### config.mk
export PLATFORM = sky130hd
export DESIGN_NAME = rx_pkt_ctrl
export DESIGN_NICKNAME = d
export VERILOG_FILES = /design/src/rtl/rx_pkt_pkg.sv /design/src/rtl/rx_byte_fifo.sv /design/src/rtl/rx_pkt_ctrl.sv
export SDC_FILE = /design/constraint.sdc
export NUM_CORES = 1
export LEC_CHECK = 0
export ABC_AREA = 1
export BUFFER_PORTS_ARGS = -buffer_cell sky130_fd_sc_hd__buf_4
export CAP_MARGIN = 15
export CORE_MARGIN = 2
export CORE_UTILIZATION = 30
export DETAILED_ROUTE_END_ITERATION = 10
export GPL_TIMING_DRIVEN = 0
export PLACE_DENSITY = 0.48
export RECOVER_POWER = 25
export SYNTH_ARGS = -nofsm -noshare
export SYNTH_HDL_FRONTEND = slang
export SYNTH_SLANG_ARGS = --single-unit
export TNS_END_PERCENT = 100
### constraint.sdc
create_clock -name i_clk -period 3.1 [get_ports i_clk]
set_input_delay 0.31 -clock i_clk [delete_from_list [all_inputs] [get_ports i_clk]]
set_output_delay 0.31 -clock i_clk [all_outputs]
set_load 0.01 [all_outputs]
### src/rtl/rx_pkt_pkg.sv
// Shared types and constants for the symbol-to-byte packet receive controller.
package rx_pkt_pkg;

  typedef enum logic [1:0] {
    ST_IDLE    = 2'd0,
    ST_SEARCH  = 2'd1,
    ST_CAPTURE = 2'd2,
    ST_FLUSH   = 2'd3
  } state_e;

  localparam int SYMS_PER_BYTE  = 4;
  localparam int SYM_CNT_W      = $clog2(SYMS_PER_BYTE);
  localparam int DEF_FIFO_DEPTH = 16;
  localparam int DEF_LEN_W      = 8;
  localparam int DEF_TO_W       = 16;

endpackage

### src/rtl/rx_byte_fifo.sv
// First-word-fall-through FIFO for {last, byte} entries with full/empty flags.
module rx_byte_fifo #(
  parameter int DEPTH = 16,
  parameter int WIDTH = 9
) (
  input  logic             i_clk,
  input  logic             i_rst,
  input  logic             i_clr,
  input  logic             i_push,
  input  logic [WIDTH-1:0] i_data,
  input  logic             i_pop,
  output logic [WIDTH-1:0] o_data,
  output logic             o_full,
  output logic             o_empty
);

  localparam int AW = $clog2(DEPTH);

  logic [AW:0]      wr_ptr_q, wr_ptr_d, rd_ptr_q, rd_ptr_d;
  logic [WIDTH-1:0] mem_q [DEPTH];
  logic             do_push, do_pop;

  assign o_empty = (wr_ptr_q == rd_ptr_q);
  assign o_full  = ((wr_ptr_q - rd_ptr_q) == (AW+1)'(DEPTH));
  assign do_pop  = i_pop && !o_empty;
  // A simultaneous pop frees the slot, so a push into a full FIFO still lands.
  assign do_push = i_push && (!o_full || do_pop);
  assign o_data  = mem_q[rd_ptr_q[AW-1:0]];

  always_comb begin
    wr_ptr_d = wr_ptr_q;
    rd_ptr_d = rd_ptr_q;
    if (do_push) wr_ptr_d = wr_ptr_q + (AW+1)'(1);
    if (do_pop)  rd_ptr_d = rd_ptr_q + (AW+1)'(1);
  end

  always_ff @(posedge i_clk) begin
    if (i_rst || i_clr) begin
      wr_ptr_q <= '0;
      rd_ptr_q <= '0;
    end else begin
      wr_ptr_q <= wr_ptr_d;
      rd_ptr_q <= rd_ptr_d;
    end
  end

  always_ff @(posedge i_clk) begin
    if (do_push) mem_q[wr_ptr_q[AW-1:0]] <= i_data;
  end

endmodule

### src/rtl/rx_pkt_ctrl.sv
// Packs 2-bit hard-decision symbols MSB-first into bytes after a start-of-packet
// pulse and streams them out through a byte FIFO with a valid/ready handshake.
module rx_pkt_ctrl
  import rx_pkt_pkg::*;
#(
  parameter int FIFO_DEPTH = DEF_FIFO_DEPTH,
  parameter int LEN_W      = DEF_LEN_W,
  parameter int TO_W       = DEF_TO_W
) (
  input  logic             i_clk,
  input  logic             i_rst,
  input  logic             i_en,
  input  logic [LEN_W-1:0] i_pkt_len,
  input  logic [TO_W-1:0]  i_timeout,
  input  logic             i_sop,
  input  logic [1:0]       i_sym,
  input  logic             i_sym_vld,
  input  logic             i_sym_err,
  output logic [7:0]       o_byte,
  output logic             o_last,
  output logic             o_vld,
  input  logic             i_rdy,
  output logic             o_busy,
  output logic             o_pkt_done,
  output logic             o_pkt_abort,
  output logic             o_ovf,
  output logic [7:0]       o_err_cnt
);

  localparam int SHIFT_W = 2 * (SYMS_PER_BYTE - 1);

  state_e               state_q, state_d;
  logic [LEN_W-1:0]     len_q, len_d, byte_cnt_q, byte_cnt_d;
  logic [SYM_CNT_W-1:0] sym_cnt_q, sym_cnt_d;
  logic [SHIFT_W-1:0]   shift_q, shift_d;
  logic [TO_W-1:0]      idle_q, idle_d;
  logic                 push_q, push_d;
  logic [8:0]           push_data_q, push_data_d;
  logic                 done_q, done_d, abort_q, abort_d, ovf_q, ovf_d;
  logic [7:0]           err_q, err_d;
  logic                 last_byte;
  logic                 fifo_full, fifo_empty, fifo_pop;
  logic [8:0]           fifo_rdata;

  assign o_vld       = !fifo_empty;
  assign fifo_pop    = o_vld && i_rdy;
  assign o_byte      = o_vld ? fifo_rdata[7:0] : 8'h00;
  assign o_last      = o_vld && fifo_rdata[8];
  assign o_busy      = (state_q == ST_CAPTURE) || (state_q == ST_FLUSH);
  assign o_pkt_done  = done_q;
  assign o_pkt_abort = abort_q;
  assign o_ovf       = ovf_q;
  assign o_err_cnt   = err_q;

  always_comb begin
    state_d     = state_q;
    len_d       = len_q;
    byte_cnt_d  = byte_cnt_q;
    sym_cnt_d   = sym_cnt_q;
    shift_d     = shift_q;
    idle_d      = idle_q;
    push_d      = 1'b0;
    push_data_d = push_data_q;
    done_d      = 1'b0;
    abort_d     = 1'b0;
    ovf_d       = ovf_q | (push_q & fifo_full & ~fifo_pop);
    err_d       = err_q;
    last_byte   = 1'b0;
    case (state_q)
      ST_IDLE: if (i_en) state_d = ST_SEARCH;
      ST_SEARCH: begin
        // The symbol sharing the SOP cycle belongs to the preamble, not the payload.
        if (i_sop) begin
          state_d    = ST_CAPTURE;
          len_d      = (i_pkt_len == '0) ? LEN_W'(1) : i_pkt_len;
          byte_cnt_d = '0;
          sym_cnt_d  = '0;
          shift_d    = '0;
          idle_d     = '0;
        end
      end
      ST_CAPTURE: begin
        if (i_sym_vld) begin
          idle_d    = '0;
          shift_d   = {shift_q[SHIFT_W-3:0], i_sym};
          sym_cnt_d = sym_cnt_q + SYM_CNT_W'(1);
          if (i_sym_err && err_q != 8'hFF) err_d = err_q + 8'd1;
          if (sym_cnt_q == SYM_CNT_W'(SYMS_PER_BYTE - 1)) begin
            sym_cnt_d   = '0;
            byte_cnt_d  = byte_cnt_q + LEN_W'(1);
            last_byte   = (byte_cnt_d == len_q);
            push_d      = 1'b1;
            push_data_d = {last_byte, shift_q, i_sym};
            if (last_byte) begin
              done_d  = 1'b1;
              state_d = ST_FLUSH;
            end
          end
        end else if (i_timeout != '0 && idle_q == i_timeout) begin
          abort_d   = 1'b1;
          state_d   = ST_SEARCH;
          sym_cnt_d = '0;
          shift_d   = '0;
        end else if (idle_q != '1) begin
          idle_d = idle_q + TO_W'(1);
        end
      end
      ST_FLUSH: if (fifo_empty && !push_q) state_d = ST_SEARCH;
      default: state_d = ST_IDLE;
    endcase
    if (!i_en) begin
      state_d   = ST_IDLE;
      push_d    = 1'b0;
      done_d    = 1'b0;
      abort_d   = 1'b0;
      ovf_d     = 1'b0;
      err_d     = '0;
      sym_cnt_d = '0;
      shift_d   = '0;
    end
  end

  always_ff @(posedge i_clk) begin
    if (i_rst) begin
      state_q     <= ST_IDLE;
      len_q       <= '0;
      byte_cnt_q  <= '0;
      sym_cnt_q   <= '0;
      shift_q     <= '0;
      idle_q      <= '0;
      push_q      <= 1'b0;
      push_data_q <= '0;
      done_q      <= 1'b0;
      abort_q     <= 1'b0;
      ovf_q       <= 1'b0;
      err_q       <= '0;
    end else begin
      state_q     <= state_d;
      len_q       <= len_d;
      byte_cnt_q  <= byte_cnt_d;
      sym_cnt_q   <= sym_cnt_d;
      shift_q     <= shift_d;
      idle_q      <= idle_d;
      push_q      <= push_d;
      push_data_q <= push_data_d;
      done_q      <= done_d;
      abort_q     <= abort_d;
      ovf_q       <= ovf_d;
      err_q       <= err_d;
    end
  end

  rx_byte_fifo #(
    .DEPTH (FIFO_DEPTH),
    .WIDTH (9)
  ) u_fifo (
    .i_clk   (i_clk),
    .i_rst   (i_rst),
    .i_clr   (!i_en),
    .i_push  (push_q),
    .i_data  (push_data_q),
    .i_pop   (fifo_pop),
    .o_data  (fifo_rdata),
    .o_full  (fifo_full),
    .o_empty (fifo_empty)
  );

endmodule

# Word level (Yosys, flattened, before mapping)
# Memory sizes are Yosys's and may differ from the RTL's. A register that Yosys moved wholly into a read port is not among the register bits.
# Index checks and enable logic that the tools add are counted.
# classes
add_sub_neg	7
eq_ne	19
n_mux	34
bitwise_logic	8
reduce_logical	29
# ops
op	count
$mux 16	4
$mux 8	5
$pmux 16 s2	1
$mux 2	10
$mux 6	3
$add 16x1->16 const B	1
$add 8x1->8 const B	2
$eq 16x16->1	1
$ne 16x16->1 const B	1
$pmux 8 s2	1
$reduce_bool 16->1	1
$ne 3x2->1 const B	4
$pmux 6 s2	1
$add 5x1->5 const B	2
$reduce_and 3->1	3
$eq 8x8->1	1
$logic_not 8->1	1
$mux 4	2
$ne 8x8->1 const B	1
$pmux 2 s4	1
$reduce_and 4->1	2
$reduce_or 4->1	2
$logic_and 1x1->1	7
$eq 2x2->1 const B	3
21 further kinds	37
# totals
ff_bits	73
ramBits	144
in_bits	33
out_inout_bits	22
elab_cells	112
mem_count	1
# mem_list
name	depth	width	rd	rd_clocked_by_memory_dff	wr	line	source
u_fifo.mem_q	16	9	1	1	1	rx_byte_fifo.sv:20	logic [WIDTH-1:0] mem_q [DEPTH];

# Depth between registers and ports, before layout
# Gate-level depths: netlist of the first run.
# depth
depth_word	8
depth_mapped	13
mapped_depth_nobuf	13

# Modules after synthesis
# A second synthesis of the first run with hierarchy kept.
# hier_totals
cells_unflattened	1082
area_unflattened_um2	10226.1
# by_module_without_submodules
mod	instances	cells_each	area_each_um2	seq_area_each_um2
rx_byte_fifo	1	516	6668.9	4604.4
rx_pkt_ctrl	1	566	3557.2	1261.2

# Worst setup path before layout of the first run
# Ideal clock, no wire load.
# synth_path
path_type	reg2reg
start	register u_fifo.wr_ptr_q[0]
end	memory u_fifo.mem_q[11][0] (enable)
setup_ns	0.374
arrival_ns	1.959
t_required_ns	2.726
setup_slack_ns	0.767
path_stages_with_launch	14
path_buffers	0
synth_period_minus_slack_ns	2.333
cell_sequence	dfxtp_1 > inv_1 > ha_1 > nand2_1 > inv_1 > nand3_2 > nand2_2 > inv_2 > nor3_2 > nand2_2 > nand2_4 > inv_2 > nand2_1 > nor2_1
# synth_via
elab_chain_len	8
word_cells_on_any_way	11
classes_between	add/sub (1); eq/ne (2); mux (2); reduce/logical (6)
# synth_lines
item	line	source
start, declared	rx_byte_fifo.sv:19	logic [AW:0] wr_ptr_q, wr_ptr_d, rd_ptr_q, rd_ptr_d;
start signal, assigned	rx_byte_fifo.sv:42	wr_ptr_q <= wr_ptr_d;
$eq 5x5->1 *	rx_byte_fifo.sv:23	assign o_empty = (wr_ptr_q == rd_ptr_q);
$logic_not 1->1 *	rx_pkt_ctrl.sv:45	assign o_vld = !fifo_empty;
via o_vld	rx_pkt_ctrl.sv:21	output logic o_vld,
$logic_and 1x1->1	rx_pkt_ctrl.sv:46	assign fifo_pop = o_vld && i_rdy;
$logic_and 1x1->1 *	rx_byte_fifo.sv:25	assign do_pop = i_pop && !o_empty;
$logic_or 1x1->1 *	rx_byte_fifo.sv:27	assign do_push = i_push && (!o_full || do_pop);
$logic_and 1x1->1 *	rx_byte_fifo.sv:27	
$mux 1 *	rx_byte_fifo.sv:48	if (do_push) mem_q[wr_ptr_q[AW-1:0]] <= i_data;
$mux 1 (implied by the code) *	rx_byte_fifo.sv:48	
end, declared	rx_byte_fifo.sv:20	
# Mark *: on every way through the listed nets, which the timed path passes. The rest lies on a longest branch.

==> impl_metrics.csv, run 1 <==
group,metric,value,unit
detailed_routing,drt_iter0_drc,602,
critical_path,arrival,2.64,ns
power,irDropWorstVdd,366,uV
timing,worst_pin_slew,0.901,ns
floorplanning,die_y,189,um
critical_path,crit_required,2.79,ns
global_route,use_met3,2.07,%
floorplanning,core,0.0335,sq mm
critical_path,criticalPathCategory,"register to output pin",
detailed_routing,wirelength,28300,um
power,power,6.17,mW
synthesis,synth.area.top_cells,"edfxtp_1 42%, dfxtp_1 15%, nor2_1 6.8%, nand2_1 6.5%, o21ai_0 5.2%",
timing,fin_crit_sh,95.3,%
clock_tree,root_buffer,"clkbuf_16",
timing,maxSlewHeadroom,39.8,%
synthesis,seq_area_frac_synth,57.3,%
finish,postLayoutCellArea,0.0120,sq mm
floorplanning,die_area,0.0356,sq mm
min_path,hold_class,"primary input to register",
detailed_routing,drc,0,
detailed_routing,ant_nets,0,
global_route,grt_max_degree,18,
critical_path,r2r_cells,14,
finish,nFillCells,3478,
critical_path,worst_r2r_endpoint,"u_fifo.mem_q[12][1]",
synthesis,netlist-cell-type-count,43,
clock_tree,cts_hold_buffers,0,
critical_path,worstSetupEndpointType,"output pin",
global_route,grt.busiest_layer,"met2",
finish,syn_to_final_growth,17.7,%
finish,diodes,0,
synthesis,synth_area_leader_cell,"edfxtp_1",
placed_design,portBuffers,53,
detailed_routing,wl_per_cell,17.0,um
global_route,grt_overflow,0,
timing,fmax,0.339,GHz
floorplanning,die_w,189,um
clock_tree,cts_buffers,25,
timing,drv_slew,0,
synthesis,synth.top_cell.area_share,42.3,%
finish,final_core_util,35.9,%
timing,finalHoldViolCount,0,
critical_path,cp-start-kind,"register",
clock_tree,cts.path.max_buffers,3,
finish,drive_gt1_share,13.9,%
placed_design,gp_congestion,0.850,
detailed_routing,firstDrtPassIters,5,
clock_tree,clkLatencyLatePin,0.54,ns
critical_path,cp_max_fo,10,
synthesis,syn_nets,1165,
synthesis,synth_seq_cells,221,
detailed_routing,num_vias,8046,
critical_path,rrSetupSlack,0.18,ns
critical_path,crit_end,"o_last",
finish,nets,1246,
global_route,grt_pass1_wl,44200,um
global_route,antenna_found_initial,0,
global_route,met1_usage,22.4,%
timing,rsz0062_at_grt,"true",
power,powerDensity,513,mW/mm^2
global_route,first_global_vias,7800,
timing,finalSetupViolCount,0,
detailed_routing,vias_per_cell,4.84,
run_status,status,"finished clean",
floorplanning,start_util,30.5,%
synthesis,syn_area,0.0102,sq mm
power,cellLeakagePower,4.62,nW
floorplanning,rows,67,
placed_design,placed_area,0.0112,sq mm
clock_tree,clk_pin_slew,0.06,ns
synthesis,synthCells,1115,
min_path,hold_start,"i_sym[0]",
synthesis,yosys_warnings,0,
clock_tree,htreeDepth,1,
global_route,use_met2,25.4,%
timing,skew,0.0196,ns
global_route,track_usage,15.8,%
placed_design,dpl.hpwl,19500,um
critical_path,reg2reg_from,"u_fifo.wr_ptr_q[0]",
clock_tree,clock-sinks,221,
placed_design,pre_cts_ws,-0.0309,ns
floorplanning,ios,55,
timing,min_period,2.95,ns
run,cap_violations,0,
clock_tree,cts_tree,"built",
synthesis,syn-mean-instance-area,9.17,sq um
timing,setup_slack,0.146,ns
==> Yosys cell counts (all sizes together) <==
library cell	instances
a31oi	1
or2	1
dfxtp	77
buf	6
edfxtp	144
xnor2	2
a21oi	69
ha	17
inv	93
clkinv	3
nor3b	1
nor4	8
nand2	185
o22ai	14
nand4	27
and2	2
a211oi	4
nand2b	1
clkbuf	37
nor3	14
o21ai	109
nand3	71
o21bai	2
o221ai	22
xor2	10
a21boi	1
nor2	193
o21a	1
==> routing by layer <==
metal / routed length, um / vias to the layer above
met2: 12800 / 198
met1: 13600 / 3788
met5: 0 / -
met4: 536 / 0
met3: 1320 / 32
li1: - / 4028
==> state kept, by name, summed over array words and instances (netlist names), named ones only <==
register,count
byte_cnt_q,8
idle_q,16
len_q,8
o_err_cnt,8
o_ovf,1
o_pkt_abort,1
o_pkt_done,1
push_data_q,9
push_q,1
shift_q,6
state_q,2
sym_cnt_q,2
u_fifo.mem_q,144
u_fifo.rd_ptr_q,5
u_fifo.wr_ptr_q,5
==> how the worst min path moves through the flow <==
stage                                end  slack, ns  depth (start not counted)
after global placement             o_ovf       0.45                          2
after global routing      push_data_q[0]       0.06                          3
after detailed placement           o_ovf       0.45                          2
final                     push_data_q[0]       0.06                          3
after floorplan                 len_q[2]       0.44                          2
after CTS                       len_q[1]       0.05                          3
==> timing repair <==
item / 4_1_cts / 5_1_grt
gates resized for setup: 6 / 27
endpoints found under the setup margin: 27 / 123
setup buffers: 0 / 0
==> critical path, cell delays in order (launching register included) <==
cell and delay [ns]:
dfxtp_1 0.30, buf_2 0.28, clkinv_1 0.39, clkbuf_1 0.39, o221ai_1 0.22, nand3_1 0.17, a21oi_1 0.19, buf_4 0.15
==> area by class of cell <==
type	instances	area, sq um	area share [%]
flip-flops and latches	221	5870	48.8
multi-input cells	755	3850	32.0
clock buffers	30	664	5.52
well taps	448	561	4.66
repair buffers	55	420	3.49
inverters	96	364	3.03
plain buffers	42	186	1.55
clock inverters	16	119	0.988
==> kinds of logic (layout without fill, tap and decap cells) <==
family                   Yosys count  count (layout)  synth area share [%]
adder cells (fa/ha/maj)           17              17                  2.08
XOR/XNOR                          12              12                  1.03
buffers and inverters            139             239                  5.28
AO/OA/AOI/OAI                    223             223                  12.6
AND/OR/NAND/NOR                  503             503                  21.6
flip-flops                       221             221                  57.3
==> power breakdown <==
| part | switching, mW | internal [mW] |
|---|---|---|
| Clock | 1.21 | 1.62 |
| Combinational | 0.137 | 0.0817 |
| Sequential | 0.0135 | 3.11 |
| Total | 1.36 | 4.81 |
==> cells in the final DEF, fill, tap and decap left out, types with 2 or more instances in the layout <==
master,instances
buf_6,2
clkinvlp_4,3
a21oi_1,59
a21oi_2,10
dfxtp_1,76
nand2_1,176
nor3_2,2
nor4_1,8
clkbuf_2,8
nor3_1,12
inv_1,82
clkbuf_16,25
nor2_1,173
clkbuf_8,2
o21ai_1,6
xor2_1,10
nand3_2,3
nand3_1,67
buf_4,54
o221ai_1,22
o21ai_0,103
buf_2,3
inv_2,11
nor2_2,18
and2_1,2
o22ai_1,14
clkinv_2,7
clkinv_1,7
edfxtp_1,144
xnor2_1,2
nor2_4,2
o21bai_1,2
nand2_2,8
clkbuf_1,31
a211oi_1,4
nand4_1,25
ha_1,17
==> through the flow <==
stage / std cells / TNS, ns / hold WS (ns)
2_1_floorplan: 1115 / 0 / 0.444
3_3_place_gp: 1616 / -1.05 / 0.454
3_5_place_dp: 1617 / -0.273 / 0.451
4_1_cts: 1662 / 0 / 0.0462
5_1_grt: 1663 / -2.53 / 0.0622
6_report: 1663 / 0 / 0.0632
Power figures use the tool's default switching activity.
==> run 2, diff against run 1 <==
--- a/config.mk
+++ b/config.mk
@@ -10,6 +10,7 @@
 export CAP_MARGIN = 15
 export CORE_MARGIN = 2
 export CORE_UTILIZATION = 30
+export CTS_BUF_LIST = sky130_fd_sc_hd__clkbuf_8
 export DETAILED_ROUTE_END_ITERATION = 10
 export GPL_TIMING_DRIVEN = 0
 export PLACE_DENSITY = 0.48
==> run 2 against run 1 <==
Sequential power hardly changed. Sequential share of layout area is 0.17 points higher. Setup slack worse by 0.062 ns. Critical path type is now register to register. Highest routed layer unchanged.
==> impl_metrics.csv, run 2 (synthesized netlist as in run 1, its figures left out) <==
group,metric,value,unit
critical_path,cp-start-kind,"register",
placed_design,placed_area,0.0112,sq mm
critical_path,crit_chain,"inv_1 > ha_1 > nand2_1 > inv_1 > nand3_2 > nand2_2 > inv_2 > nor3_2 > nand2_2 > nand2_4 > inv_2 > nand2_1 > nor2_1",
detailed_routing,ant_nets,0,
critical_path,arrival,3.20,ns
global_route,first_global_vias,7951,
clock_tree,cts_tree,"built",
critical_path,crit_start,"u_fifo.wr_ptr_q[0]",
floorplanning,die_area,0.0356,sq mm
detailed_routing,num_vias,8124,
global_route,grt_overflow,0,
clock_tree,cts.path.max_buffers,3,
detailed_routing,drc,0,
detailed_routing,vias_per_cell,4.81,
detailed_routing,wl_per_cell,16.9,um
floorplanning,ios,55,
power,irDropWorstVdd,221,uV
critical_path,crit_buf_inv,4,
critical_path,cp_num_cells,13,
critical_path,crit_required,3.28,ns
timing,fmax,0.332,GHz
clock_tree,cts_hold_buffers,0,
critical_path,worstSetupEndpointType,"register",
finish,diodes,0,
timing,rsz0062_at_grt,"true",
detailed_routing,drt_iter0_drc,623,
clock_tree,cts_buffers,40,
clock_tree,root_buffer,"clkbuf_8",
timing,finalHoldViolCount,0,
critical_path,cp_slowest_cell,"nor2_1",
finish,nFillCells,3524,
clock_tree,htreeDepth,2,
finish,nets,1261,
clock_tree,clkLatencyLatePin,0.56,ns
timing,finalSetupTns,0,ns
finish,ff_latch_area,0.00587,sq mm
timing,fin_crit_sh,97.3,%
finish,syn_to_final_growth,17.2,%
timing,drv_slew,0,
power,powerDensity,495,mW/mm^2
clock_tree,clock-sinks,221,
min_path,hold_start,"i_sym[0]",
finish,layout_common_cells,"176 x nand2_1, 173 x nor2_1, 144 x edfxtp_1, 103 x o21ai_0, 90 x inv_1",
timing,finalSetupViolCount,0,
detailed_routing,wirelength,28600,um
floorplanning,core,0.0335,sq mm
global_route,track_usage,16.1,%
finish,final_common_cell,"nand2_1",
placed_design,pre_cts_ws,-0.0309,ns
placed_design,dpl.hpwl,19500,um
placed_design,portBuffers,53,
floorplanning,start_util,30.5,%
critical_path,reg2reg_from,"u_fifo.wr_ptr_q[0]",
critical_path,criticalPathCategory,"register to register",
detailed_routing,firstDrtPassIters,5,
critical_path,r2r_cells,13,
floorplanning,die_w,189,um
finish,largest_reg_flops,144,
finish,drive_gt1_share,14.9,%
run_status,status,"finished clean",
floorplanning,rows,67,
run,cap_violations,0,
floorplanning,die_y,189,um
timing,whs,0.0561,ns
critical_path,max_stage_delay,0.79,ns
power,cellLeakagePower,4.65,nW
timing,worst_pin_slew,1.03,ns
placed_design,gp_congestion,0.850,
finish,multi_input_area,0.00385,sq mm
timing,skew,0.0414,ns
clock_tree,clk_pin_slew,0.07,ns
global_route,grt_pass1_wl,44800,um
critical_path,cp_max_fo,9,
global_route,grt_max_degree,18,
timing,setup_slack,0.0839,ns
finish,postLayoutCellArea,0.0120,sq mm
timing,maxSlewHeadroom,31.1,%
min_path,hold_class,"primary input to register",
min_path,hold_depth,3,
global_route,antenna_found_initial,0,
timing,min_period,3.02,ns
critical_path,crit_family,"simple AND/OR/NAND/NOR gates",
==> run 2: cell types whose count changed in the layout (fill, tap and decap cells not counted) <==
cell	previous run	this run
inv_16	1	0
clkinv_1	7	16
inv_6	0	1
clkbuf_2	8	11
inv_12	0	1
clkbuf_1	31	25
clkbuf_16	25	0
clkbuf_8	2	40
clkinvlp_4	3	2
inv_8	0	1
clkinv_2	7	6
inv_1	82	90
==> run 2: power by group <==
part	internal, mW	switching [mW]
clock	1.31	1.27
combinational	0.0817	0.137
sequential	3.12	0.0136
==> run 2: layout make-up <==
cell class	count	area share, %
timing repair buffer	55	3.51
inverter	96	3.04
buffer	42	1.59
multi-input combinational	755	32.1
tap	448	4.67
clock buffer	40	4.59
sequential	221	48.9
clock inverter	33	1.55
==> run 2: worst paths after layout <==
kind | to | slack, ns
worst max register to register | u_fifo.mem_q[3][3] | 0.08
worst min register to register | sym_cnt_q[1] | 0.47
worst min-delay path | push_data_q[0] | 0.06
worst max-delay path | u_fifo.mem_q[3][3] | 0.08
==> run 2: stage by stage <==
step	utilization (%)	total power, mW	cells
3_5_place_dp	33.4	3.41	1617
5_1_grt	35.8	6.15	1690
2_1_floorplan	-	3.32	1115
3_3_place_gp	33.4	3.41	1616
4_1_cts	35.6	6.00	1689
6_report	35.8	5.93	1690
==> run 2: per-layer routing <==
metal  track usage, %  wire [um]  up-vias
li1                 -          -     4062
met1             22.5      13800     3837
met2             25.8      12900      191
met3             2.51       1300       34
met4             4.75        561        0
met5                0          0        -
==> run 2: worst reg2reg max path, cell delays in order, from the launching register on <==
cell and delay [ns]:
dfxtp_1 0.41, inv_1 0.13, ha_1 0.28, nand2_1 0.06
inv_1 0.05, nand3_2 0.17, nand2_2 0.11, inv_2 0.11
nor3_2 0.06, nand2_2 0.12, nand2_4 0.09, inv_2 0.13
nand2_1 0.11, nor2_1 0.79
==> run 2: repair_timing <==
| item | in CTS | in global routing |
|---|---|---|
| setup endpoints to repair | 22 | 123 |
| resized for setup | 6 | 33 |
| setup buffers | 0 | 0 |
